<file path="src/rtl/lcd_timing.sv">
// LCD timing generator: dot/line counters, STAT mode, coincidence, renderer strobes and interrupts.
// Define LCD_TIMING_STAT_IRQ_EN to build the STAT interrupt logic; otherwise stat_irq is tied low.
module lcd_timing #(
    parameter int DOTS_PER_LINE = 456,
    parameter int TOTAL_LINES   = 154,
    parameter int VISIBLE_LINES = 144,
    parameter int OAM_DOTS      = 80,
    parameter int XFER_DOTS     = 172
) (
    input  logic       clk,
    input  logic       reset,
    input  logic       lcd_enable,
    input  logic [7:0] lyc,
    input  logic [3:0] stat_int_en,
    output logic [7:0] ly,
    output logic [1:0] mode,
    output logic       coincidence,
    output logic       drawline,
    output logic       vblank_irq,
    output logic       stat_irq,
    output logic       renderer_reset
);
    localparam int DW = $clog2(DOTS_PER_LINE);
    localparam logic [DW-1:0] DOT_LAST  = DW'(DOTS_PER_LINE - 1);
    localparam logic [DW-1:0] OAM_END   = DW'(OAM_DOTS);
    localparam logic [DW-1:0] XFER_END  = DW'(OAM_DOTS + XFER_DOTS);
    localparam logic [7:0]    LINE_LAST = 8'(TOTAL_LINES - 1);
    localparam logic [7:0]    VIS_LINES = 8'(VISIBLE_LINES);

    typedef enum logic [1:0] {
        MODE_HBLANK = 2'd0,
        MODE_VBLANK = 2'd1,
        MODE_OAM    = 2'd2,
        MODE_XFER   = 2'd3
    } mode_t;

    logic [DW-1:0] dot_r, dot_nxt_s;
    logic [7:0]    line_r, line_nxt_s;
    mode_t         mode_r, mode_nxt_s;
    logic          coincidence_r, coin_nxt_s;
    logic          drawline_r;
    logic          vblank_irq_r, vblank_nxt_s;
    logic          renderer_reset_r;

    function automatic mode_t mode_of(input logic [DW-1:0] d, input logic [7:0] l);
        mode_t m;
        if (l >= VIS_LINES) begin
            m = MODE_VBLANK;
        end else if (d < OAM_END) begin
            m = MODE_OAM;
        end else if (d < XFER_END) begin
            m = MODE_XFER;
        end else begin
            m = MODE_HBLANK;
        end
        return m;
    endfunction

    // Next dot/line state; every registered output is derived from it so they never skew.
    // The first enabled cycle after the display was off restarts at line 0, dot 0.
    always_comb begin
        dot_nxt_s    = '0;
        line_nxt_s   = 8'd0;
        mode_nxt_s   = MODE_HBLANK;
        if (!lcd_enable || renderer_reset_r) begin
            dot_nxt_s  = '0;
            line_nxt_s = 8'd0;
        end else if (dot_r == DOT_LAST) begin
            dot_nxt_s  = '0;
            line_nxt_s = (line_r == LINE_LAST) ? 8'd0 : line_r + 8'd1;
        end else begin
            dot_nxt_s  = dot_r + DW'(1);
            line_nxt_s = line_r;
        end
        if (lcd_enable) begin
            mode_nxt_s = mode_of(dot_nxt_s, line_nxt_s);
        end else begin
            mode_nxt_s = MODE_HBLANK;
        end
        coin_nxt_s   = (line_nxt_s == lyc);
        vblank_nxt_s = lcd_enable && (line_nxt_s == VIS_LINES) && (dot_nxt_s == '0);
    end

    // Counter and output registers.
    always_ff @(posedge clk) begin
        if (!reset) begin
            dot_r            <= '0;
            line_r           <= 8'd0;
            mode_r           <= MODE_HBLANK;
            coincidence_r    <= 1'b0;
            drawline_r       <= 1'b0;
            vblank_irq_r     <= 1'b0;
            renderer_reset_r <= 1'b1;
        end else begin
            dot_r            <= dot_nxt_s;
            line_r           <= line_nxt_s;
            mode_r           <= mode_nxt_s;
            coincidence_r    <= coin_nxt_s;
            drawline_r       <= (mode_nxt_s == MODE_XFER);
            vblank_irq_r     <= vblank_nxt_s;
            renderer_reset_r <= !lcd_enable;
        end
    end

`ifdef LCD_TIMING_STAT_IRQ_EN
    logic stat_line_s, stat_line_r, stat_irq_r;

    // STAT line is the OR of the enabled sources; held low while the display is off.
    always_comb begin
        stat_line_s = 1'b0;
        if (lcd_enable) begin
            stat_line_s = ((mode_nxt_s == MODE_HBLANK) && stat_int_en[0]) ||
                          ((mode_nxt_s == MODE_VBLANK) && stat_int_en[1]) ||
                          ((mode_nxt_s == MODE_OAM)    && stat_int_en[2]) ||
                          (coin_nxt_s                  && stat_int_en[3]);
        end else begin
            stat_line_s = 1'b0;
        end
    end

    // Interrupt fires only on a rising edge of the STAT line, so overlapping sources merge.
    always_ff @(posedge clk) begin
        if (!reset) begin
            stat_line_r <= 1'b0;
            stat_irq_r  <= 1'b0;
        end else begin
            stat_line_r <= stat_line_s;
            stat_irq_r  <= stat_line_s && !stat_line_r;
        end
    end

    assign stat_irq = stat_irq_r;
`else
    logic unused_stat_en_s;
    assign unused_stat_en_s = ^stat_int_en;
    assign stat_irq         = 1'b0;
`endif

    assign ly             = line_r;
    assign mode           = mode_r;
    assign coincidence    = coincidence_r;
    assign drawline       = drawline_r;
    assign vblank_irq     = vblank_irq_r;
    assign renderer_reset = renderer_reset_r;
endmodule
</file>
<file path="config.mk">
export PLATFORM = sky130hd
export DESIGN_NAME = lcd_timing
export DESIGN_NICKNAME = d
export VERILOG_FILES = /design/src/rtl/lcd_timing.sv
export SDC_FILE = /design/constraint.sdc
export NUM_CORES = 1
export LEC_CHECK = 0
export CORE_MARGIN = 3
export CORE_UTILIZATION = 35
export CTS_CLUSTER_DIAMETER = 150
export DETAILED_ROUTE_END_ITERATION = 16
export GPL_TIMING_DRIVEN = 0
export PLACE_DENSITY_LB_ADDON = 0.15
export SLEW_MARGIN = 20
export SYNTH_ARGS = -nofsm -noshare
export SYNTH_HDL_FRONTEND = slang
export SYNTH_SLANG_ARGS = --single-unit
</file>
<file path="constraint.sdc">
create_clock -name clk -period 2.81 [get_ports clk]
set_input_delay 0.7025 -clock clk [delete_from_list [all_inputs] [get_ports clk]]
set_output_delay 0.7025 -clock clk [all_outputs]
set_load 0.02 [all_outputs]
</file>
== Yosys cells after proc, flatten, opt, wreduce, memory -nomap -nowiden ==
Cells that the tools add are included.

* Flip-flop bits (word level): 23
* Latch bits: 0
* Bits in writable memories: 0
* Memory bits (read-only): 0
* Bits of input ports: 15
* Output and inout bits: 15
* Word-level logic and storage cells: 31
* Memories kept: 0

* $add $sub $neg: 2
* Multiply operators: 0
* Div/mod/pow operators: 0
* Order comparisons: 3
* Eq/ne operators: 5
* Shift operators: 0
* Muxes and demuxes: 9
* Bitwise gates (word level): 0
* Reduce and logical (&&, ||, !) cells: 5

{| class="wikitable"
|+ Operators by type and width
! operator !! number
|-
| $mux 8 || 3
|-
| $mux 9 || 2
|-
| $eq 8x8->1 const B || 2
|-
| $add 9x1->9 const B || 1
|-
| $eq 9x9->1 const B || 1
|-
| $logic_not 9->1 || 1
|-
| $lt 9x7->1 const B || 1
|-
| $lt 9x8->1 const B || 1
|-
| $add 8x1->8 const B || 1
|-
| $eq 8x8->1 || 1
|-
| $ge 8x8->1 const B || 1
|-
| $mux 2 || 4
|-
| $eq 2x2->1 const B || 1
|-
| $logic_and 1x1->1 || 2
|-
| $logic_not 1->1 || 1
|-
| $logic_or 1x1->1 || 1
|}

== Depth between registers and ports, before layout ==
* Word-level depth: 9
* Gate-level depth with buffers: 8

== Worst setup path after synthesis ==
No wires, ideal clock.

* Kind: register to register
* Start point: register dot_r[4]
* End point: register coincidence_r (netlist: coincidence)
* Data arrival time: 2.146 ns
* Slack: 0.548 ns
* Cell stages (with the launch flop): 8
* Path buffers: 1
* Period minus slack after synthesis: 2.262 ns
* Cell sequence: dfxtp_1 or4b_1 buf_6 nor4_2 nand2_1 and4_4 o32a_1 and4_1

* Longest elaborated chain between the ends: 4

{| class="wikitable"
|+ Ends and longest elaborated chain
! element !! RTL line !! RTL
|-
| from (decl) || 37 || <nowiki>logic [DW-1:0] dot_r, dot_nxt_s;</nowiki>
|-
| from (signal assigned) || 95 || <nowiki>dot_r <= dot_nxt_s;</nowiki>
|-
| $eq 9x9->1 || 68 || <nowiki>end else if (dot_r == DOT_LAST) begin</nowiki>
|-
| $mux 8 || 68 ||
|-
| $mux 8 || 65 || <nowiki>if (!lcd_enable || renderer_reset_r) begin</nowiki>
|-
| $eq 8x8->1 || 80 || <nowiki>coin_nxt_s = (line_nxt_s == lyc);</nowiki>
|-
| to (signal assigned) || 98 || <nowiki>coincidence_r <= coin_nxt_s;</nowiki>
|-
| to (decl) || 40 || <nowiki>logic coincidence_r, coin_nxt_s;</nowiki>
|}

Every way passes these cells.
A chain may end at the register's enable or synchronous reset.

== Worst setup path in the final report ==
* Start point: register dot_r[4]
* End point: register vblank_irq_r (netlist: vblank_irq)

* Longest elaborated chain between the ends: 6
* Elaborated cells between the ends (all ways): 10
* Those cells by class: add/sub (1); eq/ne (2); mux (4); reduce/logical (3)

{| class="wikitable"
|+ Ends and longest elaborated chain
! element !! RTL line !! RTL
|-
| branches (longest 5 deep; another with $add 9x1->9) || - ||
|-
| $logic_and 1x1->1 (*) || 81 || <nowiki>vblank_nxt_s = lcd_enable && (line_nxt_s == VIS_LINES) && (dot_nxt_s == '0);</nowiki>
|-
| to (signal assigned) || 100 || <nowiki>vblank_irq_r <= vblank_nxt_s;</nowiki>
|-
| to (decl) || 42 || <nowiki>logic vblank_irq_r, vblank_nxt_s;</nowiki>
|}

Mark *: on every way between the ends.

==> results.md <==
* Clk_skew at 0.00212 ns
* Num ports at 30
* Number of antenna diodes at 0
* Synthesized instance count at 198
* First-pass GRT wire length at around 6.7 mm
* EDFF count, synth at 0
* Residual DRC at 0
* Critical path data arrival time at ~2.7 ns
* Cts hold-fix bufs at 0
* Design Power at between 0.5 and 0.6 mW
* Slew Viols, Final at 0
* Reg2reg path depth at 8
* Post-cts sizing count at 0
* Largest net degree at the start of global routing at 13
* Hpwl dp at 3.07 mm
* Clock Latency Late Sink at 0.27 ns
* Pre-Repair DR Iteration Count at 4
* Synth Area per Inst at approximately 8 µm²
* Area of the multi-input gates at around 1100 µm²
* Routed Antenna Nets at 0
* Flop pwr share at 0.549
* Period utilization at 0.912
* Synth top area share at 0.287
* Total gr overflow at 0
* CTS clock-pin slew for the worst setup and hold paths at approximately 0.080 ns
* Post-route setup TNS at 0 ns
* Pre-CTS WS at a little over 0.07 ns
* Drt total wl at 4.16 mm
* # Max-Cap Violations at 0
* DIE AREA at 5430 µm²
* Layout cells sized above 1 at 0.0841
* Post-DP Area at 1910 µm²
* GRT Overall Usage at 0.156
* Clock sink count at 23
* Post-synth top cells: nor2_1, dfxtp_1, nand2_1
* Max Buffers Root-to-Sink at 2
* Number of port buffers at 24
* Sequential Area at 460 µm²
* Cts bufs inserted at 3
* Lkg Pwr at 0.649 nW
* Switching Fraction at 0.240
* Root buffer cell: clkbuf_8
* Yosys top cell by area: dfxtp_1
* Combinational share of power at 0.092
* Initial antenna violation count at 0
* Synth warnings at 0
* Fill cells at 430
* Nature of the critical path endpoint: register
* DIE WIDTH at 73.7 µm
* Crit path kind: reg2reg
* Area delta synth->final at 21.7%
* CTS tree: built
* Core Area at 4200 µm²
* Worst Hold Depth at 1
* Register area share after synthesis at 0.287
* Layout Nets at 246
* Crit path required time at about 3 ns
* Placed cells at between 200 and 300
* Vias in the first global route at around 1400
* Syn Nets at 217
* Achievable frequency at 390 MHz
* Share of the core filled with cells at 0.465
* Setup crit start kind: register
* Fin. Hold Viols at 0
* Internal cell power at 0.456 mW
* Reg-to-reg slack, setup at 0.25 ns
* Total number of vias at approximately 1600
* Synth Flop Type: dfxtp_1
* Number of H-tree levels at 1
* Initial core utilization at 0.382
* Yosys reg bits at 23
* Clock share of power at 0.358
* Gpl congestion at 0.845
* DIE HEIGHT at 73.7 µm
* Final WS setup at 0.246 ns
* Fin Hold WS at 0.521 ns
* Unique masters post-synth at between 50 and 60
* Row count at 23
* Most common cell in the netlist: nor2_1
* Clock period minus worst slack at 2.56 ns
* Ys async rst share at 0
* Routed vias/inst at 5.63
* Final setup vio count at 0
* Post-Synthesis Cell Area at 1600 µm²
* Synth top area cells: dfxtp_1, nor2_1, xnor2_1
* Sw Pwr at 0.144 mW
* CP max FO at 10
* Finished Layout Cells at ~280
* Unrepaired setup endpoints after global routing: false
* Power density cells at 307 nW/µm²
* Status: finished, final reports clean
* Wire per inst at 15.1 µm
* Initial DRC count at 152
* Hold Path Class: reg2reg
* VDD IR max at 184 µV
* Postcts setup bufs at 0
* Post-route cell area at 1950 µm²
[cell families (layout without fill, tap and decap cells)]
family,after synthesis,after routing,synth area share
flops,23,23,0.287
simple gates,99,99,0.370
compound gates,37,37,0.163
buf+inv,17,45,0.0491
other cells,1,1,0.00234
xor+xnor,12,12,0.0655
fa+ha+maj,4,4,0.0312
mux,5,5,0.0320
[layout by cell type (no fill, tap or decap), drive strengths merged, types with 6 or more instances in the layout]
cell type and count:
a21oi 7, nand4 6, nor4 7, nor3 9
nand2 15, nand3 8, inv 6, clkdlybuf4s50 24
nor2 26, o21ai 6, xnor2 8, clkbuf 10
nor3b 9, dfxtp 23
[state kept, by name (all words and copies together), names as in the netlist]
name	cells
ly	8
vblank_irq	1
mode	2
drawline	1
coincidence	1
renderer_reset	1
dot_r	9
[metal layers]
layer,wire [µm],up-vias,GRT usage
met5,0,-,0
met4,31,0,0.0342
met3,259,4,0.0315
met2,1750,48,0.237
met1,2110,714,0.227
li1,-,789,-
[power groups by stage]
stage	Sequential (mW)	Combinational (mW)	Clock, mW
final	0.329	0.0554	0.215
after global routing	0.330	0.0603	0.235
after CTS	0.329	0.0546	0.220
after detailed placement	0.337	0.0542	0
after global placement	0.337	0.0550	0
after floorplan	0.339	0.0228	0
[final cells by class]
class / instances / area share
plain buffers: 11 / 0.0288
well taps: 50 / 0.0321
flip-flops and latches: 23 / 0.236
inverters: 6 / 0.0115
multi-input cells: 158 / 0.546
repair buffers: 24 / 0.123
clock buffers: 4 / 0.0231
[critical path, stage by stage (launching register included)]
cell	delay (ns)
dfxtp_1	0.34
or4b_1	0.55
buf_6	0.17
nor2_1	0.37
buf_2	0.31
nand2_1	0.16
o32ai_1	0.17
nand4_1	0.14
nor4_2	0.26
[path summary, 6_finish.rpt]
check	from	to
min reg2reg	dot_r[0]	dot_r[0]
max	dot_r[4]	vblank_irq
min	dot_r[0]	dot_r[0]
max reg2reg	dot_r[4]	vblank_irq
(Power assumes the default switching activity.)
